<file path="src/rtl/trail_arbiter.sv">
// Single owner of the trail push/backtrack/clear ports: round-robin propagation grants,
// lowest-priority decisions, and sequencing of backtrack and clear with the decision level.
module trail_arbiter #(
    parameter int NUM_PROP = 4,
    parameter int VAR_W    = 32,
    parameter int LVL_W    = 16
) (
    input  logic                      clk,
    input  logic                      reset,
    input  logic [NUM_PROP-1:0]       prop_valid,
    input  logic [NUM_PROP*VAR_W-1:0] prop_var,
    input  logic [NUM_PROP-1:0]       prop_value,
    output logic [NUM_PROP-1:0]       prop_ready,
    input  logic                      dec_valid,
    input  logic [VAR_W-1:0]          dec_var,
    input  logic                      dec_value,
    output logic                      dec_ready,
    input  logic                      bt_req,
    input  logic [LVL_W-1:0]          bt_level,
    output logic                      bt_done,
    input  logic                      clear_req,
    output logic [LVL_W-1:0]          cur_level,
    output logic                      level_overflow,
    output logic                      push,
    output logic [VAR_W-1:0]          push_var,
    output logic                      push_value,
    output logic [LVL_W-1:0]          push_level,
    output logic                      push_is_decision,
    output logic                      backtrack_en,
    output logic [LVL_W-1:0]          backtrack_to_level,
    input  logic                      backtrack_done,
    output logic                      clear_all
);
    localparam int PTR_W = (NUM_PROP > 1) ? $clog2(NUM_PROP) : 1;
    localparam int CW    = PTR_W + 1;

    typedef enum logic [1:0] {RUN, BT_ISSUE, BT_WAIT, CLEAR} state_t;

    state_t           state_reg, state_next;
    logic [PTR_W-1:0] rr_ptr_reg, rr_ptr_next;
    logic [LVL_W-1:0] cur_level_reg, cur_level_next;
    logic [LVL_W-1:0] bt_target_reg, bt_target_next;
    logic             bt_done_reg, bt_done_next;
    logic             overflow_reg, overflow_next;
    logic             push_reg;
    logic [VAR_W-1:0] push_var_reg;
    logic             push_value_reg;
    logic [LVL_W-1:0] push_level_reg;
    logic             push_is_dec_reg;

    logic [VAR_W-1:0] prop_var_arr [NUM_PROP];
    logic [CW-1:0]    rr_cand;
    logic [PTR_W-1:0] prop_idx;
    logic             prop_any;
    logic             run, bt_pending, take_clear, take_bt, idle_ok;
    logic             prop_go, dec_elig, dec_go, level_max, bt_finish;

    genvar gi;
    generate
        for (gi = 0; gi < NUM_PROP; gi++) begin : g_prop
            assign prop_var_arr[gi] = prop_var[gi*VAR_W +: VAR_W];
            assign prop_ready[gi]   = prop_go && (prop_idx == PTR_W'(gi));
        end
    endgenerate

    // Round-robin search: first valid unit at or after the pointer, wrapping.
    always_comb begin
        prop_any = 1'b0;
        prop_idx = '0;
        rr_cand  = '0;
        for (int k = 0; k < NUM_PROP; k++) begin
            rr_cand = {1'b0, rr_ptr_reg} + CW'(k);
            if (rr_cand >= CW'(NUM_PROP)) rr_cand = rr_cand - CW'(NUM_PROP);
            if (!prop_any && prop_valid[rr_cand[PTR_W-1:0]]) begin
                prop_any = 1'b1;
                prop_idx = rr_cand[PTR_W-1:0];
            end
        end
    end

    // bt_req stays high during its own bt_done cycle, so it is masked there.
    assign run        = (state_reg == RUN) && !reset;
    assign bt_pending = bt_req && !bt_done_reg;
    assign take_clear = run && clear_req;
    assign take_bt    = run && !clear_req && bt_pending;
    assign idle_ok    = run && !clear_req && !bt_pending;
    assign prop_go    = idle_ok && prop_any;
    assign level_max  = (cur_level_reg == '1);
    assign dec_elig   = idle_ok && (prop_valid == '0) && dec_valid;
    assign dec_go     = dec_elig && !level_max;
    assign dec_ready  = dec_go;
    assign bt_finish  = ((state_reg == BT_ISSUE) || (state_reg == BT_WAIT)) && backtrack_done;

    always_comb begin
        state_next     = state_reg;
        rr_ptr_next    = rr_ptr_reg;
        cur_level_next = cur_level_reg;
        bt_target_next = bt_target_reg;
        bt_done_next   = 1'b0;
        overflow_next  = overflow_reg || (dec_elig && level_max);
        if (prop_go)
            rr_ptr_next = (prop_idx == PTR_W'(NUM_PROP - 1)) ? '0 : prop_idx + PTR_W'(1);
        case (state_reg)
            RUN: begin
                if (take_clear) begin
                    state_next     = CLEAR;
                    cur_level_next = '0;
                end else if (take_bt) begin
                    if (bt_level >= cur_level_reg) begin
                        bt_done_next = 1'b1;
                    end else begin
                        state_next     = BT_ISSUE;
                        bt_target_next = bt_level;
                    end
                end else if (dec_go) begin
                    cur_level_next = cur_level_reg + LVL_W'(1);
                end
            end
            BT_ISSUE: state_next = bt_finish ? RUN : BT_WAIT;
            BT_WAIT:  if (bt_finish) state_next = RUN;
            CLEAR:    state_next = RUN;
            default:  state_next = RUN;
        endcase
        if (bt_finish) begin
            cur_level_next = bt_target_reg;
            bt_done_next   = 1'b1;
        end
    end

    always_ff @(posedge clk or posedge reset) begin
        if (reset) begin
            state_reg       <= RUN;
            rr_ptr_reg      <= '0;
            cur_level_reg   <= '0;
            bt_target_reg   <= '0;
            bt_done_reg     <= 1'b0;
            overflow_reg    <= 1'b0;
            push_reg        <= 1'b0;
            push_var_reg    <= '0;
            push_value_reg  <= 1'b0;
            push_level_reg  <= '0;
            push_is_dec_reg <= 1'b0;
        end else begin
            state_reg     <= state_next;
            rr_ptr_reg    <= rr_ptr_next;
            cur_level_reg <= cur_level_next;
            bt_target_reg <= bt_target_next;
            bt_done_reg   <= bt_done_next;
            overflow_reg  <= overflow_next;
            push_reg      <= prop_go || dec_go;
            if (prop_go) begin
                push_var_reg    <= prop_var_arr[prop_idx];
                push_value_reg  <= prop_value[prop_idx];
                push_level_reg  <= cur_level_reg;
                push_is_dec_reg <= 1'b0;
            end else if (dec_go) begin
                push_var_reg    <= dec_var;
                push_value_reg  <= dec_value;
                push_level_reg  <= cur_level_reg + LVL_W'(1);
                push_is_dec_reg <= 1'b1;
            end else begin
                push_var_reg    <= '0;
                push_value_reg  <= 1'b0;
                push_level_reg  <= '0;
                push_is_dec_reg <= 1'b0;
            end
        end
    end

    assign push               = push_reg;
    assign push_var           = push_var_reg;
    assign push_value         = push_value_reg;
    assign push_level         = push_level_reg;
    assign push_is_decision   = push_is_dec_reg;
    assign backtrack_en       = (state_reg == BT_ISSUE);
    assign backtrack_to_level = backtrack_en ? bt_target_reg : '0;
    assign clear_all          = (state_reg == CLEAR);
    assign bt_done            = bt_done_reg;
    assign cur_level          = cur_level_reg;
    assign level_overflow     = overflow_reg;

endmodule

</file>
<file path="config.mk">
export PLATFORM = sky130hd
export DESIGN_NAME = trail_arbiter
export DESIGN_NICKNAME = d
export VERILOG_FILES = /design/src/rtl/trail_arbiter.sv
export SDC_FILE = /design/constraint.sdc
export NUM_CORES = 1
export LEC_CHECK = 0
export CAP_MARGIN = 20
export CORE_AREA = 2 2 149 151
export CTS_CLUSTER_DIAMETER = 200
export DETAILED_ROUTE_END_ITERATION = 7
export DIE_AREA = 0 0 151 153
export PLACE_DENSITY = 0.58
export RECOVER_POWER = 100
export SKIP_LAST_GASP = 1
export SLEW_MARGIN = 0
export SYNTH_ARGS = -nofsm -noshare
export SYNTH_HDL_FRONTEND = slang
export SYNTH_SLANG_ARGS = --single-unit
</file>
<file path="constraint.sdc">
create_clock -name clk -period 5.3 [get_ports clk]
set_input_delay 1.59 -clock clk [delete_from_list [all_inputs] [get_ports clk]]
set_output_delay 1.59 -clock clk [all_outputs]
set_load 0.02 [all_outputs]
</file>
# After elaboration in Yosys (flattened, before gate mapping)
# Cells that the tools add are included.
word_totals:
  reg_bits: 89
  out_inout_bits: 92
  elab_cells: 134
op_classes:
  n_addsub: 9
  n_lt_le_gt_ge: 11
  n_eq_ne: 11
  n_mux: 51
  bitwise_logic: 3
  n_reduce_logical: 38
ops:
  columns: ["operator", "count"]
  rows:
  - ["two-way mux 16 bit", 8]
  - ["two-way mux 32 bit", 4]
  - ["binary-select mux 32 bit (select 2 bit)", 1]
  - ["two-way mux 2 bit", 14]
  - ["logical AND 1 bit", 19]
  - ["two-way mux 1 bit", 18]
  - ["adder 16 x 1 -> 16 bit (second input constant)", 1]
  - ["== test 16 bit (second input constant)", 1]
  - [">= comparator 16 bit", 1]
  - ["less-than comparator 2 x 3 -> 1 bit (second input constant)", 5]
  - [">= comparator 3 bit (second input constant)", 4]
  - ["binary-select mux 1 bit (select 2 bit)", 5]
  - ["== test 2 bit (second input constant)", 4]
  - ["logical NOT 1 bit", 8]
  - ["case mux 2 bit (4 select lines)", 1]
  - ["subtractor 2 x 1 -> 2 bit (second input constant)", 4]
  - ["adder 2 x 2 -> 3 bit (second input constant)", 2]
  - ["!= test 3 bit (second input constant)", 2]
  - ["AND reduction 3 bit", 2]
  - ["== test 2 x 1 -> 1 bit (second input constant)", 2]
  - ["logical NOT 2 bit", 2]
  - ["logical NOT 4 bit", 1]
  - ["AND reduction 4 bit", 1]
  - ["adder 2 x 1 -> 3 bit (second input constant)", 1]
  - ["other kinds (9)", 12]

# Logic depth before layout (Yosys ltp)
depth:
  ltp_word: 19
  mapped_depth: 10
  ltp_nobuf: 9

# Worst setup path before layout
# Ideal clock, no wire load.
synth_path:
  path_type: "input-to-output"
  startpoint: "in prop_valid[1]"
  endpoint: "out prop_ready[0]"
  arrival_ns: 2.945
  required_ns: 3.710
  slack_ns: 0.765
  stages: 10
  n_path_buf: 3
  path_cell_list: "inv_1 > nand2_1 > a21oi_1 > o22a_1 > buf_2 > buf_4 > buf_2 > inv_1 > ha_1 > and2_1"
synth_via:
  elab_chain_cells: 14
  word_cells_on_any_way: 25
synth_rtl:
  columns: ["item", "line", "text"]
  rows:
  - ["start: declaration", "10", "input logic [NUM_PROP-1:0] prop_valid,"]
  - ["binary-select mux 1 bit (select 2 bit)", "74", "if (!prop_any && prop_valid[rr_cand[PTR_W-1:0]]) begin"]
  - ["two-way mux 1 bit (not written as such)", "74", null]
  - ["two-way mux 1 bit", "74", null]
  - ["logical NOT 1 bit", "74", null]
  - ["logical AND 1 bit", "74", null]
  - ["two-way mux 1 bit", "74", null]
  - ["logical NOT 1 bit", "74", null]
  - ["logical AND 1 bit", "74", null]
  - ["two-way mux 1 bit", "74", null]
  - ["logical NOT 1 bit", "74", null]
  - ["logical AND 1 bit", "74", null]
  - ["two-way mux 2 bit / two-way mux 1 bit (equally long branches)", "74", null]
  - ["logical NOT 2 bit / logical AND 1 bit (equally long branches)", "62, 87", null]
  - ["logical AND 1 bit (*)", "62", "assign prop_ready[gi] = prop_go && (prop_idx == PTR_W'(gi));"]
  - ["end: declaration", "13", "output logic [NUM_PROP-1:0] prop_ready,"]
# Every way passes the cells marked *; elsewhere a longest branch is shown, timed or not. The select of a mux whose other input is x is not followed.

# Final worst setup path
layout_path:
  startpoint: "in prop_valid[0]"
  endpoint: "out prop_ready[1]"
layout_via:
  elab_chain_cells: 14
  word_cells_on_any_way: 25
layout_rtl:
  columns: ["item", "line"]
  rows:
  - ["binary-select mux 1 bit (select 2 bit)", "74"]
  - ["two-way mux 1 bit (not written as such)", "74"]
  - ["two-way mux 1 bit", "74"]
  - ["logical NOT 1 bit", "74"]
  - ["logical AND 1 bit", "74"]
  - ["two-way mux 1 bit", "74"]
  - ["logical NOT 1 bit", "74"]
  - ["logical AND 1 bit", "74"]
  - ["two-way mux 1 bit", "74"]
  - ["logical NOT 1 bit", "74"]
  - ["logical AND 1 bit", "74"]
  - ["two-way mux 2 bit / two-way mux 1 bit (equally long branches)", "74"]
  - ["== test 2 x 1 -> 1 bit / logical AND 1 bit (equally long branches)", "62, 87"]
  - ["logical AND 1 bit (*)", "62"]
# Marks and branches as above.

==> impl_metrics.py <==
metrics = {
    "logic_synthesis": {
        "netlist_area_um2": 5330,
        "syn_avg_cell_area_um2": 10.1,
        "yosys_register_bits": 89,
        "synth_commonest_cells": "89 x dfrtp_1, 81 x nand2_1, 68 x mux2i_1",
        "synth.distinct_cells": 50,
        "synth.most_common_cell": "dfrtp_1",
        "ys_top_cells_by_area": "dfrtp_1 42%, mux2i_1 13%, ha_1 6.1%",
        "synth-edff-count": 0,
        "yosys_most_used_dff": "dfrtp_1",
        "yosys.area.top_type": "dfrtp_1",
        "syn_inst": 530,
        "ys_async_sr_fraction_pct": 100,
        "synth_seq_area_share_pct": 41.8,
        "syn_nets": 747,
        "yosysTopAreaCellShare_pct": 41.8,
        "ys_warn_count": 0,
    },
    "layout": {
        "finalInstanceArea_um2": 8710,
        "syn_to_final_growth_pct": 63.5,
        "nFillCells": 2203,
        "ff_latch_area_um2": 2230,
        "largest_reg_flops": 32,
        "utilization_pct": 40.5,
        "multi_input_comb_area_um2": 2810,
        "num-nets-final": 1031,
        "final_cells": 1099,
        "drive_gt1_share_pct": 7.08,
        "n_antenna_cell": 0,
    },
    "sta": {
        "hold_violations": 0,
        "slew_viol_final": 62,
        "period_share_pct": 96.0,
        "rsz0062_at_grt": "no",
        "finalSetupViolations": 0,
        "skew_ns": 0.0141,
        "period_needed_ns": 5.09,
        "tns_ns": 0,
        "worst_slew_pin_slew_ns": 1.59,
        "clock.fmax_ghz": 0.196,
        "relSlewSlack_pct": -6.13,
    },
    "critical_path": {
        "path_class": "in2out",
        "crit_fanout": 4,
        "path_cells": "clkdlybuf4s50_1 -> nor2b_1 -> a21oi_1 -> nor2_1 -> a211o_1 -> inv_1 -> buf_4 -> ha_1 -> and2_1 -> clkbuf_1",
        "start_kind": "input pin",
        "crit_path_max_incr_delay_ns": 0.47,
        "slowest_stage": "clkdlybuf4s50_1",
        "required_ns": 3.71,
        "worst_ep_arrival_time_ns": 3.50,
        "endpoint_kind": "output port",
    },
    "die": {
        "rows": 54,
        "initial_core_util_pct": 24.8,
        "die_x_um": 151,
        "io_pins": 283,
        "die_area_um2": 23100,
        "die_h_um": 153,
        "core_um2": 21500,
    },
    "detailed_routing": {
        "routedWlPerCell_um": 18.0,
        "totalWireLength_um": 19800,
        "drc": 0,
        "dr.pass1.iters": 4,
        "drtIter0Drc": 220,
        "num_vias": 5075,
        "routed_via_density": 4.62,
        "drtAntennaViolNets": 0,
    },
    "placed_design": {
        "hpwl_um": 15400,
        "io_buffers": 282,
        "gp_congestion": 0.821,
        "place_inst": 1083,
        "placed_area_um2": 8500,
    },
    "run": {
        "maxCapViolCount": 1,
    },
    "clock_tree": {
        "cts_hold_buf": 0,
        "clk_transition_reported_paths_ns": 0.07,
        "post_cts_buffers": 0,
        "htree_levels": 3,
        "cts.sinks": 89,
        "cts_inserted_buffers": 9,
        "root_buffer": "clkbuf_16",
        "clk_latency_ns": 0.35,
        "cts_tree": "done",
        "cts.path.max_buffers": 2,
    },
    "global_routing": {
        "grt_pass1_wl_um": 30000,
        "grt_max_degree": 62,
        "grt_pass1_vias": 5251,
        "antenna_found_initial": 0,
        "grt-ovfl-total": 0,
        "track_usage_pct": 17.1,
    },
    "min_path": {
        "hold_class": "reg2reg",
    },
    "power_and_ir_drop": {
        "powerDensity_nw_per_um2": 360,
        "ir_drop_mv": 0.276,
        "p_leak_nw": 3.96,
    },
    "status": {
        "status": "finished, violations left",
        "violations": "max-capacitance violations, max-slew violations",
    },
}
[what timing repair did]
item	in CTS	in global routing
endpoints found under the hold margin	0	0
pin swaps	0	0
setup endpoints to repair	2	1
cloned	0	0
resized for setup	2	1
[final cells by class]
type                    instances  area share (%)
clock buffers                  10            2.63
clock inverters                 6           0.747
inverters                      29            1.26
multi-input cells             385            32.3
flip-flops and latches         89            25.6
well taps                     280            4.02
repair buffers                300            33.5
[cells in the final DEF, fill, tap and decap left out, drive strengths merged, types with 3 or more instances in the layout]
cell type      synthesis  final
clkdlybuf4s50          0    187
dlygate4sd3            0     90
dfrtp                 89     89
nand2                 81     81
mux2i                 68     68
o21ai                 44     44
o221ai                33     33
inv                   29     30
ha                    26     26
and2                  21     21
clkbuf                11     20
nor2                  18     18
mux2                  18     18
xnor2                 11     11
buf                   16     11
nand4                  8      8
a21oi                  7      7
nand3                  6      6
nor4                   5      5
nand2b                 4      4
and3                   4      4
a31oi                  3      3
o31ai                  3      3
[logic make-up after synthesis]
logic type	after synthesis	synth area share (%)
muxes	86	16.6
DFF	89	41.8
adders and majority gates	26	6.11
AOI/OAI and AO/OA	106	13.7
xor gates and xnor gates	11	1.81
and+or+nand+nor	156	15.2
buffers and inverters	56	4.79
[where the power goes]
part / leakage, nW / switching [mW] / internal (mW)
registers: 1.20 / 0.168 / 0.848
clock network: 0.143 / 0.281 / 0.368
logic: 2.62 / 0.773 / 0.695
[layer usage]
metal  vias up  wire, um  GRT usage [%]
met5         -         0              0
met4         0       193           3.65
met3        14       915           3.58
met1      2468      8820           22.3
li1       2471         -              -
met2       122      9870           29.3
[worst max-delay path, delay by kind of cell]
kind,cells,cell delay (ns)
AO/OA/AOI/OAI,2,0.44
buffers and inverters,4,0.98
adder cells (fa/ha/maj),1,0.13
AND/OR/NAND/NOR,3,0.35
[metrics by stage]
stage | hold WS [ns] | total power, mW | setup WS (ns)
6_report | 0.486 | 3.13 | 0.210
3_3_place_gp | 0.465 | 2.58 | 0.0337
3_5_place_dp | 0.472 | 2.59 | -0.00886
4_1_cts | 0.490 | 3.26 | 0.0430
5_1_grt | 0.520 | 3.36 | 0.103
2_1_floorplan | 0.457 | 1.89 | 0.765
[path summary, 6_finish.rpt]
kind                                      from                 to  slack (ns)  cells past startpoint
worst max-delay path             prop_valid[0]      prop_ready[1]        0.21                     10
worst min-delay path            level_overflow     level_overflow        0.49                      1
worst max register to register   cur_level[11]  bt_target_reg[13]        1.86                      8
worst min register to register  level_overflow     level_overflow        0.49                      1
max in group asynchronous                reset        push_var[4]        1.00                      4
min in group asynchronous                reset   bt_target_reg[6]        2.16                      3
No activity file was read; power rests on OpenSTA's default activity.
